### config.mk
export PLATFORM = sky130hd
export DESIGN_NAME = video_test_pattern_gen
export DESIGN_NICKNAME = d
export VERILOG_FILES = /design/src/rtl/video_test_pattern_gen.sv
export SDC_FILE = /design/constraint.sdc
export NUM_CORES = 1
export LEC_CHECK = 0
export ABC_AREA = 1
export CORE_AREA = 2 2 87 68
export CTS_CLUSTER_SIZE = 24
export DETAILED_ROUTE_END_ITERATION = 10
export DIE_AREA = 0 0 89 70
export PLACE_DENSITY = 0.82
export SETUP_SLACK_MARGIN = 0.1
export SLEW_MARGIN = 15
export SYNTH_ARGS = -nofsm -noshare
export SYNTH_HDL_FRONTEND = slang
export SYNTH_SLANG_ARGS = --single-unit
### constraint.sdc
create_clock -name clock -period 5.8 [get_ports clock]
set_clock_uncertainty 0.2 [all_clocks]
set_input_delay 0.58 -clock clock [delete_from_list [all_inputs] [get_ports clock]]
set_output_delay 0.58 -clock clock [all_outputs]
set_load 0.03 [all_outputs]
### src/rtl/video_test_pattern_gen.sv
// Video timing generator with selectable test patterns: colour bars, checkerboard,
// grey ramp and a checkerboard that scrolls one pixel per frame.
module video_test_pattern_gen #(
    parameter int   H_ACTIVE     = 1280,
    parameter int   H_FRONT      = 110,
    parameter int   H_SYNC       = 40,
    parameter int   H_BACK       = 220,
    parameter int   V_ACTIVE     = 720,
    parameter int   V_FRONT      = 5,
    parameter int   V_SYNC       = 5,
    parameter int   V_BACK       = 20,
    parameter logic HSYNC_POL    = 1'b1,
    parameter logic VSYNC_POL    = 1'b1,
    parameter int   COLOR_WIDTH  = 8,
    parameter int   CHECKER_LOG2 = 5,
    parameter int   BLINK_BIT    = 5
) (
    input  logic                   clock,
    input  logic                   resetN,
    input  logic [1:0]             mode,
    output logic                   hSync,
    output logic                   vSync,
    output logic                   dataEnable,
    output logic [COLOR_WIDTH-1:0] red,
    output logic [COLOR_WIDTH-1:0] green,
    output logic [COLOR_WIDTH-1:0] blue,
    output logic                   frameStart,
    output logic                   blink
);

    localparam int H_TOTAL = H_ACTIVE + H_FRONT + H_SYNC + H_BACK;
    localparam int V_TOTAL = V_ACTIVE + V_FRONT + V_SYNC + V_BACK;
    localparam int HW      = $clog2(H_TOTAL);
    localparam int VW      = $clog2(V_TOTAL);
    localparam int BAR_W   = (H_ACTIVE / 8 > 0) ? H_ACTIVE / 8 : 1;

    localparam logic [HW-1:0] H_LAST    = HW'(H_TOTAL - 1);
    localparam logic [HW-1:0] H_ACT_END = HW'(H_ACTIVE);
    localparam logic [HW-1:0] HS_START  = HW'(H_ACTIVE + H_FRONT);
    localparam logic [HW-1:0] HS_END    = HW'(H_ACTIVE + H_FRONT + H_SYNC);
    localparam logic [VW-1:0] V_LAST    = VW'(V_TOTAL - 1);
    localparam logic [VW-1:0] V_ACT_END = VW'(V_ACTIVE);
    localparam logic [VW-1:0] VS_START  = VW'(V_ACTIVE + V_FRONT);
    localparam logic [VW-1:0] VS_END    = VW'(V_ACTIVE + V_FRONT + V_SYNC);

    localparam logic [COLOR_WIDTH-1:0] C_ONES = {COLOR_WIDTH{1'b1}};
    localparam logic [COLOR_WIDTH-1:0] C_ZERO = {COLOR_WIDTH{1'b0}};

    // {r,g,b} on/off for each bar: white, yellow, cyan, green, magenta, red, blue, black
    function automatic logic [2:0] bar_colour(input logic [2:0] idx);
        case (idx)
            3'd0:    return 3'b111;
            3'd1:    return 3'b110;
            3'd2:    return 3'b011;
            3'd3:    return 3'b010;
            3'd4:    return 3'b101;
            3'd5:    return 3'b100;
            3'd6:    return 3'b001;
            default: return 3'b000;
        endcase
    endfunction

    logic [HW-1:0]          h_cnt_r;
    logic [VW-1:0]          v_cnt_r;
    logic [15:0]            frame_cnt_r;
    logic [1:0]             active_mode_r;
    logic                   de_r, hs_r, vs_r, fs_r, blink_r;
    logic [COLOR_WIDTH-1:0] red_r, green_r, blue_r;

    logic                   h_last_s, v_last_s, first_s, active_s;
    logic                   checker_s, scroll_s;
    logic [1:0]             eff_mode_s;
    logic [2:0]             bar_idx_s, bar_rgb_s;
    logic [COLOR_WIDTH-1:0] red_s, green_s, blue_s;

    assign h_last_s  = (h_cnt_r == H_LAST);
    assign v_last_s  = (v_cnt_r == V_LAST);
    assign first_s   = (h_cnt_r == {HW{1'b0}}) && (v_cnt_r == {VW{1'b0}});
    assign active_s  = (h_cnt_r < H_ACT_END) && (v_cnt_r < V_ACT_END);
    // The first pixel of a frame already uses the mode being latched on it.
    assign eff_mode_s = first_s ? mode : active_mode_r;
    assign checker_s = h_cnt_r[CHECKER_LOG2] ^ v_cnt_r[CHECKER_LOG2];
    // Only bits up to CHECKER_LOG2 of (hCount + frameCount) matter, so the add is kept narrow.
    assign scroll_s  = (|(((CHECKER_LOG2 + 1)'(h_cnt_r) + frame_cnt_r[CHECKER_LOG2:0]) >> CHECKER_LOG2))
                       ^ v_cnt_r[CHECKER_LOG2];
    assign bar_rgb_s = bar_colour(bar_idx_s);

    // Bar index by comparing against elaboration-time thresholds; last bar takes the remainder.
    always_comb begin
        bar_idx_s = 3'd0;
        for (int i = 1; i < 8; i++) begin
            bar_idx_s = (h_cnt_r >= HW'(i * BAR_W)) ? 3'(i) : bar_idx_s;
        end
    end

    // Pixel colour for the current counter position.
    always_comb begin
        red_s   = C_ZERO;
        green_s = C_ZERO;
        blue_s  = C_ZERO;
        if (active_s) begin
            case (eff_mode_s)
                2'd0: begin
                    red_s   = bar_rgb_s[2] ? C_ONES : C_ZERO;
                    green_s = bar_rgb_s[1] ? C_ONES : C_ZERO;
                    blue_s  = bar_rgb_s[0] ? C_ONES : C_ZERO;
                end
                2'd1: begin
                    red_s   = checker_s ? C_ONES : C_ZERO;
                    green_s = checker_s ? C_ONES : C_ZERO;
                    blue_s  = checker_s ? C_ONES : C_ZERO;
                end
                2'd2: begin
                    red_s   = COLOR_WIDTH'(h_cnt_r);
                    green_s = COLOR_WIDTH'(h_cnt_r);
                    blue_s  = COLOR_WIDTH'(h_cnt_r);
                end
                2'd3: begin
                    red_s   = scroll_s ? C_ONES : C_ZERO;
                    green_s = scroll_s ? C_ONES : C_ZERO;
                    blue_s  = scroll_s ? C_ONES : C_ZERO;
                end
                default: begin
                    red_s   = C_ZERO;
                    green_s = C_ZERO;
                    blue_s  = C_ZERO;
                end
            endcase
        end else begin
            red_s   = C_ZERO;
            green_s = C_ZERO;
            blue_s  = C_ZERO;
        end
    end

    // Raster counters, frame counter and per-frame mode latch.
    always_ff @(posedge clock or negedge resetN) begin
        if (!resetN) begin
            h_cnt_r       <= {HW{1'b0}};
            v_cnt_r       <= {VW{1'b0}};
            frame_cnt_r   <= 16'd0;
            active_mode_r <= 2'd0;
        end else begin
            if (h_last_s) begin
                h_cnt_r <= {HW{1'b0}};
                v_cnt_r <= v_last_s ? {VW{1'b0}} : v_cnt_r + VW'(1);
            end else begin
                h_cnt_r <= h_cnt_r + HW'(1);
            end
            if (h_last_s && v_last_s) begin
                frame_cnt_r <= frame_cnt_r + 16'd1;
            end
            if (first_s) begin
                active_mode_r <= mode;
            end
        end
    end

    // Output registers: one cycle behind the counters.
    always_ff @(posedge clock or negedge resetN) begin
        if (!resetN) begin
            de_r    <= 1'b0;
            hs_r    <= ~HSYNC_POL;
            vs_r    <= ~VSYNC_POL;
            fs_r    <= 1'b0;
            blink_r <= 1'b0;
            red_r   <= C_ZERO;
            green_r <= C_ZERO;
            blue_r  <= C_ZERO;
        end else begin
            de_r    <= active_s;
            hs_r    <= (h_cnt_r >= HS_START && h_cnt_r < HS_END) ? HSYNC_POL : ~HSYNC_POL;
            vs_r    <= (v_cnt_r >= VS_START && v_cnt_r < VS_END) ? VSYNC_POL : ~VSYNC_POL;
            fs_r    <= first_s;
            blink_r <= frame_cnt_r[BLINK_BIT];
            red_r   <= red_s;
            green_r <= green_s;
            blue_r  <= blue_s;
        end
    end

    assign dataEnable = de_r;
    assign hSync      = hs_r;
    assign vSync      = vs_r;
    assign frameStart = fs_r;
    assign blink      = blink_r;
    assign red        = red_r;
    assign green      = green_r;
    assign blue       = blue_r;

endmodule

; ---- After elaboration in Yosys (flattened, before gate mapping)
; Cells that the tools add are included.
[totals]
input_bits = 4
elab_cells = 75
out_inout_bits = 29
regBits = 68
[op_classes]
magnitude_cmp = 13
add_sub_neg = 4
eq_ne = 11
bitwise = 2
n_reduce_logical = 9
n_mux = 24
[ops]
columns = cell, count
row1 = $pmux W8 S4, 3
row2 = $mux W8, 8
row3 = $ge A11 B10 Y1 const B, 3
row4 = $ge A11 B11 Y1 const B, 2
row5 = $ge A11 B9 Y1 const B, 2
row6 = $lt A11 B11 Y1 const B, 2
row7 = $pmux W3 S7, 1
row8 = $lt A10 B10 Y1 const B, 2
row9 = $add A16 B1 Y16 const B, 1
row10 = $mux W3, 4
row11 = $add A11 B1 Y11 const B, 1
row12 = $eq A11 B11 Y1 const B, 1
row13 = $ge A11 B8 Y1 const B, 1
row14 = $logic_not A11 Y1, 1
row15 = $mux W11, 1
row16 = $add A10 B1 Y10 const B, 1
row17 = $eq A10 B10 Y1 const B, 1
row18 = $ge A10 B10 Y1 const B, 1
row19 = $logic_not A10 Y1, 1
row20 = $mux W10, 1
row21 = $eq A3 B3 Y1 const B, 3
row22 = $add A6 B6 Y6, 1
row23 = $eq A3 B2 Y1 const B, 2
row24 = $mux W2, 3
row25 = 8 further kinds, 16

; ---- Depth between registers and ports, before layout
; Gate-level depths: netlist of run 1.
[logic_depth]
depth_word = 13
mapped_depth = 14

; ---- Least setup slack after synthesis of run 1
; No wires, ideal clock.
[synth_path]
kind = register to register
start = register v_cnt_r[0]
end = register green_r[0] (netlist: green[0])
path_stages_with_launch = 15
setup_ns = 0.128
arrival_time_ns = 1.680
path_slack_ns = 3.792
path_cell_list = dfrtp_1 inv_1 ha_1 inv_1 nor2_1 nand2_1 nor2_1 nand3_1 nand2_1 nand2_2 buf_6 nand3_4 nand3_2 nand2_2 nor2_1
[synth_via]
elab_chain_len = 6
[synth_lines]
columns = item, line_no
row1 = "start, declared", 64  ; logic [VW-1:0] v_cnt_r;
row2 = "start signal, assigned", 140  ; v_cnt_r <= {VW{1'b0}};
row3 = "start signal, assigned", 146  ; v_cnt_r <= v_last_s ? {VW{1'b0}} : v_cnt_r + VW'(1);
row4 = $logic_not A10 Y1 *, 78  ; assign first_s = (h_cnt_r == {HW{1'b0}}) && (v_cnt_r == {VW{1'b0}});
row5 = $logic_and A1 B1 Y1 *, 78
row6 = $mux W2 *, -
row7 = net eff_mode_s[1], 72  ; logic [1:0] eff_mode_s;
row8 = "$eq A2 B2 Y1, or another cell as far along", 102  ; case (eff_mode_s)
row9 = $pmux W8 S4 *, 102
row10 = $mux W8 *, 101  ; if (active_s) begin
row11 = net green_s[0], 74  ; logic [COLOR_WIDTH-1:0] red_s, green_s, blue_s;
row12 = "end signal, assigned", 177  ; green_r <= green_s;
row13 = "end, declared", 68  ; logic [COLOR_WIDTH-1:0] red_r, green_r, blue_r;
; Mark *: on every way through the listed nets, which the timed path passes. The rest lies on a longest branch.
; A chain may end at the register's enable or synchronous reset.

; ---- Worst setup path in the final report of run 1
[layout_path]
start = register v_cnt_r[1]
end = register green_r[5] (netlist: green[5])
[layout_via]
elab_chain_len = 6
[layout_lines]
columns = item, line_no
row1 = $logic_not A10 Y1, 78
row2 = $logic_and A1 B1 Y1, 78
row3 = $mux W2, -
row4 = "$eq A2 B2 Y1, or another cell as far along", 102
row5 = $pmux W8 S4, 102
row6 = $mux W8 *, 101
row7 = net green_s[5], 74
; Marks and branches as above.

==> out/metrics.yaml, run 1 <==
outcome:
  status: "finished clean"
worst_setup_path:
  startpoint_type: "flop"
  r2r_slack_ps: 3300
  worstSetupEndpointType: "flop"
  cp_max_fo: 11
  critPathKind: "reg -> reg"
  reg2reg_to: "green[5]"
  ff2ff_path_depth: 13
  cp.arrival_ps: 2510
  cp.required_ps: 5820
  crit-reg2reg-launch: "v_cnt_r[1]"
clock_tree:
  cts.clk_slew.worst_paths_ps: 70
  root_buffer: "clkbuf_8"
  cts_buffers: 9
  cts_tree: "yes"
  clk_latency_ps: 340
  ctsHoldBuffers: 0
  ctsResizeCount: 0
  postCtsSetupBuffers: 0
  htreeDepth: 3
  clock_path_buffers: 2
  cts_sinks: 58
placement:
  hpwl_mm: 5.30
  place_inst: 469
  place_congestion: 0.923
  portBuffers: 32
pwr:
  power.share.clock: 0.435
  switching_share: 0.245
  p_sw_uw: 214
  powerDensity_nw_per_um2: 236
  leakage_nw: 1.78
  ir_drop_mv: 0.203
  p_int_uw: 662
  comb_power_share: 0.087
  seq_power_share: 0.479
grt:
  grt_max_degree: 59
  grtUsageTotal: 0.257
  grt-ovfl-total: 0
  grt_pass1_vias: 2569
  grt_pass1_wl_mm: 12.1
  antenna_found_initial: 0
routing:
  vias: 2657
  avgRoutedWirePerCell_um: 14.8
  first_pass_iters: 6
  drc: 0
  via_per_inst: 5.48
  wl_mm: 7.20
  drtAntennaViolNets: 0
  drt_iter0_markers: 246
synthesis:
  ys_warn_count: 0
  synth_area_per_cell_um2: 8.61
  synth_cell_types: 36
  syn_nets: 379
  synthesis.area_um2: 3130
  syn_inst: 363
  yosysSeqAreaShare: 0.464
  ys_ff_latch: 58
timing:
  hold_viol: 0
  setup_viol: 0
  maxSlewViolCount: 0
  slew_headroom: 0.526
  period_share: 0.430
  grt_setup_unrepaired: "false"
  tightest_slew_ps: 711
  fmax_mhz: 401
  finalCriticalPeriod_ps: 2500
  fin_setup_tns_ps: 0
floorplan:
  ios: 33
  rows: 24
  die_y_um: 70
  die_x_um: 89
  core_um2: 5530
  fp.dieArea_um2: 6230
  initial_core_util: 0.566
cells_and_area:
  areaGrowthSynthToFinish_pct: 18.5
  final_cell_mix: "nor2_1, dfrtp_1, nand2_1"
  layout_commonest_cell: "nor2_1"
  final_cell_count_no_fill: 485
  nNetsFinal: 418
  antenna_cells: 0
  drive_gt1_frac: 0.162
job:
  cap_violations: 0
min_path:
  hp-class: "in -> async"
[per-layer routing]
metal / wire, um / up-vias / GRT usage
met1: 3190 / 1270 / 0.375
met3: 614 / 17 / 0.0887
met2: 3260 / 115 / 0.366
met4: 136 / 0 / 0.0713
met5: 0 / - / 0
li1: - / 1255 / -
[stage by stage]
stage / util / area [um^2] / hold WS (ps) / power, mW / worst slack, ps
floorplan: - / 3130 / 84.4 / 0.468 / 3790
global placement: 0.634 / 3500 / 251 / 0.502 / 3530
detailed placement: 0.634 / 3500 / 267 / 0.503 / 3370
CTS: 0.671 / 3700 / 193 / 0.882 / 3350
global route: 0.671 / 3700 / 216 / 0.911 / 3070
finish: 0.671 / 3700 / 166 / 0.876 / 3300
[Yosys cell counts (all sizes together)]
master | n | area share
nand4 | 9 | 0.020
nand2 | 63 | 0.093
dfrtp | 58 | 0.46
nor2 | 76 | 0.11
xnor2 | 3 | 0.0084
a31oi | 2 | 0.0040
a2111oi | 1 | 0.0028
nor4 | 2 | 0.0040
nand3 | 41 | 0.084
nand3b | 1 | 0.0024
a21oi | 11 | 0.022
ha | 12 | 0.048
or2 | 1 | 0.0020
a21o | 1 | 0.0024
clkbuf | 1 | 0.0016
nor3 | 11 | 0.024
o221ai | 1 | 0.0028
xor2 | 5 | 0.014
inv | 44 | 0.053
buf | 4 | 0.013
o22ai | 1 | 0.0020
a211oi | 2 | 0.0048
o21ai | 13 | 0.021
[layout make-up]
class	instances	area, um^2
clock buffer	11	151
clock inverter	5	52.6
fill	464	1820
inverter	44	165
multi-input combinational	256	1460
sequential	58	1450
tap	78	97.6
timing repair buffer	33	323
[cell families (layout without fill, tap and decap cells)]
family	Yosys count	after routing	synth area share
compound gates	32	32	0.0620
simple gates	204	204	0.336
flops	58	58	0.464
fa+ha+maj	12	12	0.0480
buf+inv	49	93	0.0676
xor+xnor	8	8	0.0224
[power by group through the flow]
stage | registers [mW] | clock network [mW] | logic, mW
after floorplan | 0.449 | 0 | 0.0189
after global placement | 0.427 | 0 | 0.0749
after detailed placement | 0.427 | 0 | 0.0765
after CTS | 0.419 | 0.386 | 0.0767
after global routing | 0.420 | 0.409 | 0.0818
final | 0.419 | 0.381 | 0.0758
[worst max-delay path, stage by stage (launching register included)]
cell and delay (ps):
dfrtp_1 400, inv_1 170, ha_1 170, inv_1 50, nor2_1 100, nand2_1 70
nor2_1 190, nand3_1 150, nand2_1 110, nand2_2 150, inv_2 150, nand2_4 80
nor2_2 290, nor2_1 100
[worst max path at each step]
stage | start | slack, ps | cells after the start | to
final | v_cnt_r[1] | 3300 | 13 | green[5]
after global routing | v_cnt_r[1] | 3070 | 13 | green[3]
after CTS | v_cnt_r[1] | 3350 | 13 | green[5]
after detailed placement | h_cnt_r[0] | 3370 | 13 | green[0]
after global placement | h_cnt_r[0] | 3530 | 13 | green[6]
after floorplan | v_cnt_r[0] | 3790 | 14 | green[0]
[flip-flops by register name (all words and copies together) (netlist names)]
| signal | cells |
|---|---|
| active_mode_r | 2 |
| dataEnable | 1 |
| v_cnt_r | 10 |
| h_cnt_r | 11 |
| frame_cnt_r | 6 |
| blue | 8 |
| green | 8 |
| hSync | 1 |
| blink | 1 |
| vSync | 1 |
| frameStart | 1 |
| red | 8 |
(Power assumes the default switching activity.)
==> run 2: changes to the inputs <==
Settings changed: CORE_AREA 2 2 87 68 to 2 2 89 70, DIE_AREA 0 0 89 70 to 0 0 91 72, PLACE_DENSITY 0.82 to 0.78.
Clock period 5.8 ns to 2.6 ns, I/O delays scaled along.
==> run 2 against run 1 <==
Final cell count rose by 0.41%. Utilization fell by 0.23 points. Cell area rose by 1.8%. Sequential share of layout area fell by 0.64 points. Highest routed layer unchanged. Clock power rose to 2.6 times the previous value. Global-route usage fell by 1.9 points. Non-clock buffer count rose by 2. Combinational power rose by 130%. Critical path depth did not move. Fmax rose by 6.7%. Largest power group is now clock.
==> out/metrics.yaml, run 2 (synthesis gave the netlist of run 1 again) <==
timing:
  maxSlewViolCount: 0
  fin_setup_tns_ps: 0
  tightest_slew_ps: 608
  finalCriticalPeriod_ps: 2340
  slew_headroom: 0.595
  hold_viol: 0
  grt_setup_unrepaired: "false"
  setup_viol: 0
  fmax_mhz: 428
  period_share: 0.899
routing:
  wl_mm: 7.22
  first_pass_iters: 5
  via_per_inst: 5.30
  drtAntennaViolNets: 0
  avgRoutedWirePerCell_um: 14.8
  drt_iter0_markers: 197
  vias: 2583
  drc: 0
placement:
  portBuffers: 32
  placed_area_um2: 3510
  hpwl_mm: 5.36
  place_congestion: 0.927
pwr:
  ir_drop_mv: 0.440
  p_int_mw: 1.62
  p_sw_uw: 472
  power.share.clock: 0.471
  powerDensity_nw_per_um2: 556
  switching_share: 0.225
  comb_power_share: 0.083
  seq_power_share: 0.446
  leakage_nw: 1.80
floorplan:
  core_um2: 5650
  die_x_um: 91
  initial_core_util: 0.554
  fp.dieArea_um2: 6550
  rows: 24
  die_y_um: 72
  ios: 33
worst_setup_path:
  worstSetupEndpointType: "flop"
  cp.arrival_ps: 2350
  critPathMaxStageDelay_ps: 400
  path_cells: "inv_1 > ha_1 > inv_1 > nor2_1 > nand2_1 > nor2_2 > nand3_2 > nand2_1 > nand2_4 > inv_2 > nand2_4 > a21oi_4 > nor2_1"
  critPathKind: "reg -> reg"
  cp_slowest_cell: "dfrtp_1"
  cp_max_fo: 11
  startpoint_type: "flop"
  cp.required_ps: 2620
clock_tree:
  clk_latency_ps: 340
  cts.clk_slew.worst_paths_ps: 70
  cts_sinks: 58
  clock_path_buffers: 2
  cts_buffers: 9
  htreeDepth: 3
  cts_tree: "yes"
  root_buffer: "clkbuf_8"
cells_and_area:
  antenna_cells: 0
  final_core_util: 0.668
  largest_reg_flops: 11
  drive_gt1_frac: 0.169
  design_area_um2: 3770
  nNetsFinal: 420
  areaGrowthSynthToFinish_pct: 20.6
  n_fill_cell: 466
  largest_registers: "h_cnt_r x11, v_cnt_r x10"
  layout_commonest_cell: "nor2_1"
  top_register: "h_cnt_r"
  final_cell_mix: "nor2_1, dfrtp_1, nand2_1"
grt:
  grt_pass1_wl_mm: 12.1
  grt-ovfl-total: 0
  grt_pass1_vias: 2499
  antenna_found_initial: 0
  grt_max_degree: 34
  grtUsageTotal: 0.238
job:
  cap_violations: 0
outcome:
  status: "finished clean"
min_path:
  hp-class: "in -> async"
-- run 2: changes by cell type in the layout (fill, tap and decap cells not counted), moves of 2 or more --
cell / before / now
clkinv_2: 3 / 1
dfrtp_2: 0 / 2
clkbuf_1: 0 / 2
clkbuf_8: 11 / 9
dfrtp_1: 58 / 56
bufinv_16: 1 / 3
-- run 2: worst paths after layout --
path	end	start	slack, ps	cells past startpoint
setup / recovery	red[2]	v_cnt_r[1]	260	13
hold / removal	frame_cnt_r[4]	resetN	80	2
setup reg to reg	red[2]	v_cnt_r[1]	260	13
hold reg to reg	blink	frame_cnt_r[5]	260	0
max in group asynchronous	h_cnt_r[0]	resetN	1460	3
min in group clock	blink	frame_cnt_r[5]	260	0
-- run 2: worst max-delay path: cells and delay by family (launching register included) --
family	cells	cell delay, ps
flip-flops	1	400
AO/OA/AOI/OAI	1	260
buffers and inverters	3	340
AND/OR/NAND/NOR	8	850
adder cells (fa/ha/maj)	1	180
-- run 2: layout make-up --
| class | count | area (um^2) | share of cell area |
|---|---|---|---|
| clock buffers | 11 | 131 | 0.0348 |
| clock inverters | 5 | 103 | 0.0272 |
| inverters | 44 | 165 | 0.0438 |
| multi-input cells | 256 | 1480 | 0.393 |
| flip-flops and latches | 58 | 1450 | 0.385 |
| well taps | 78 | 97.6 | 0.0259 |
| repair buffers | 35 | 340 | 0.0902 |
-- run 2: timing repair --
action / in CTS / in global routing
setup endpoints to repair: 0 / 24
buffers inserted: 0 / 0
resized for setup: 0 / 6
hold endpoints to repair: 58 / 0
hold buffers: 1 / 0
-- run 2: through the flow --
stage	hold WS (ps)	power [mW]	worst slack, ps	std cells
floorplan	-236	1.04	592	363
global placement	-107	1.12	320	470
detailed placement	-106	1.12	188	470
CTS	64.6	2.11	126	487
global route	67.3	2.17	93.8	487
finish	78.2	2.10	261	487
-- run 2: power groups by stage --
stage / Clock, mW / Combinational (mW) / Sequential (mW)
after CTS: 1.00 / 0.175 / 0.935
final: 0.988 / 0.174 / 0.935
after global placement: 0 / 0.169 / 0.952
after global routing: 1.05 / 0.186 / 0.937
after detailed placement: 0 / 0.173 / 0.952
after floorplan: 0 / 0.0422 / 1.00
-- run 2: layer usage --
metal	global-route usage	share of wire
met5	0	0
met4	0.0960	0.019
met3	0.0602	0.063
met2	0.350	0.44
met1	0.343	0.48
==> run 3: changes to the inputs <==
Settings changed: MAX_ROUTING_LAYER set to met4.
==> run 3 against run 2 <==
Fmax is 1.6% higher. Critical path depth unchanged. First-iteration DRC count rose by 17%. Largest power group unchanged.
==> out/metrics.yaml, run 3 (synthesis gave the netlist of run 1 again) <==
worst_setup_path:
  cp_top_family: "simple AND/OR/NAND/NOR gates"
  cp.arrival_ps: 2340
  worstSetupEndpointType: "flop"
  critPathKind: "reg -> reg"
  cp_slowest_cell: "dfrtp_1"
  path_cells: "inv_1 > ha_1 > inv_1 > nor2_1 > nand2_1 > nor2_2 > nand3_2 > nand2_2 > nand2_4 > inv_2 > nand2_4 > a21oi_4 > nor2_1"
  critPathMaxStageDelay_ps: 440
  cp_max_fo: 11
  startpoint_type: "flop"
  path_buf_inv: 3
  cp.required_ps: 2640
routing:
  wl_mm: 7.32
  avgRoutedWirePerCell_um: 15.0
  drt-met1-wl_mm: 3.33
  highest_layer: "met4"
  drc: 0
  drt_iter0_markers: 231
  via_per_inst: 5.36
  drtAntennaViolNets: 0
  vias: 2610
  dr_wl_met3_um: 576
  first_pass_iters: 5
  route.met2.wl_mm: 3.30
floorplan:
  rows: 24
  core_um2: 5650
  die_x_um: 91
  die_y_um: 72
  fp.dieArea_um2: 6550
  ios: 33
  initial_core_util: 0.554
timing:
  slew_headroom: 0.575
  whs_ps: 53.9
  tightest_slew_ps: 637
  hold_viol: 0
  fmax_mhz: 435
  setup_viol: 0
  maxSlewViolCount: 0
  finalCriticalPeriod_ps: 2300
  fin_setup_tns_ps: 0
  grt_setup_unrepaired: "false"
  period_share: 0.885
job:
  cap_violations: 0
clock_tree:
  cts_buffers: 9
  clock_path_buffers: 2
  cts_sinks: 58
  cts_tree: "yes"
  clk_latency_ps: 360
  root_buffer: "clkbuf_8"
  cts.clk_slew.worst_paths_ps: 70
  htreeDepth: 3
cells_and_area:
  final_cell_mix: "nor2_1, dfrtp_1, nand2_1"
  drive_gt1_frac: 0.178
  layout_commonest_cell: "nor2_1"
  antenna_cells: 0
  largest_registers: "h_cnt_r x11, v_cnt_r x10"
  top_register: "h_cnt_r"
  nNetsFinal: 420
  areaGrowthSynthToFinish_pct: 20.5
  largest_reg_flops: 11
grt:
  grt-ovfl-total: 0
  grt_pass1_vias: 2531
  grt_pass1_wl_mm: 12.2
  antenna_found_initial: 0
  grtUsageTotal: 0.249
  grt_max_degree: 34
placement:
  place_congestion: 0.963
  portBuffers: 32
  hpwl_mm: 5.46
outcome:
  status: "finished clean"
pwr:
  ir_drop_mv: 0.338
  powerDensity_nw_per_um2: 546
  leakage_nw: 1.79
min_path:
  hp-class: "in -> async"
## run 3: cell types whose count changed in the layout (fill, tap and decap cells not counted), sizes merged
cell / previous run / this run
clkinv: 1 / 3
bufinv: 3 / 2
clkbuf: 11 / 10
## run 3: what timing repair did
item                                    CTS  global route
resized for setup                         0             8
endpoints found under the setup margin    0            24
buffers inserted                          0             0
hold endpoints to repair                 58             0
hold buffers                              1             0
## run 3: per-stage QoR
step,setup WS [ps],utilization,cells,instance area (um^2),power [mW]
floorplan,592,-,363,3130,1.04
global placement,321,0.621,470,3510,1.12
detailed placement,158,0.621,470,3510,1.13
CTS,138,0.664,487,3750,2.07
global route,47.0,0.667,487,3770,2.13
finish,299,0.667,487,3770,2.06
## run 3: final cells by class
| class | instances | area (um^2) |
|---|---|---|
| Fill cell | 486 | 1880 |
| Clock buffer | 10 | 138 |
| Timing Repair Buffer | 35 | 340 |
| Inverter | 44 | 165 |
| Sequential cell | 58 | 1450 |
| Multi-Input combinational cell | 256 | 1480 |
| Tap cell | 78 | 97.6 |
| Clock inverter | 6 | 90.1 |
## run 3: worst paths after layout
check                                from             end  slack (ps)  cells past startpoint
max in group asynchronous          resetN         blue[6]        1530                      3
min reg2reg                frame_cnt_r[5]           blink         300                      0
min                                resetN  frame_cnt_r[1]          50                      2
min in group clock         frame_cnt_r[5]           blink         300                      0
max reg2reg                    h_cnt_r[0]          red[2]         300                     13
max                            h_cnt_r[0]          red[2]         300                     13
## run 3: routing by layer
| layer | vias to the layer above | track usage |
|---|---|---|
| met4 | 0 | 0.0741 |
| li1 | 1257 | - |
| met1 | 1225 | 0.348 |
| met3 | 17 | 0.0644 |
| met2 | 111 | 0.360 |
| met5 | - | - |
## run 3: report_power, final
group | internal [mW] | leakage (nW) | switching (mW)
sequential | 0.928 | 0.710 | 0.00776
combinational | 0.0616 | 0.972 | 0.111
clock | 0.566 | 0.112 | 0.384
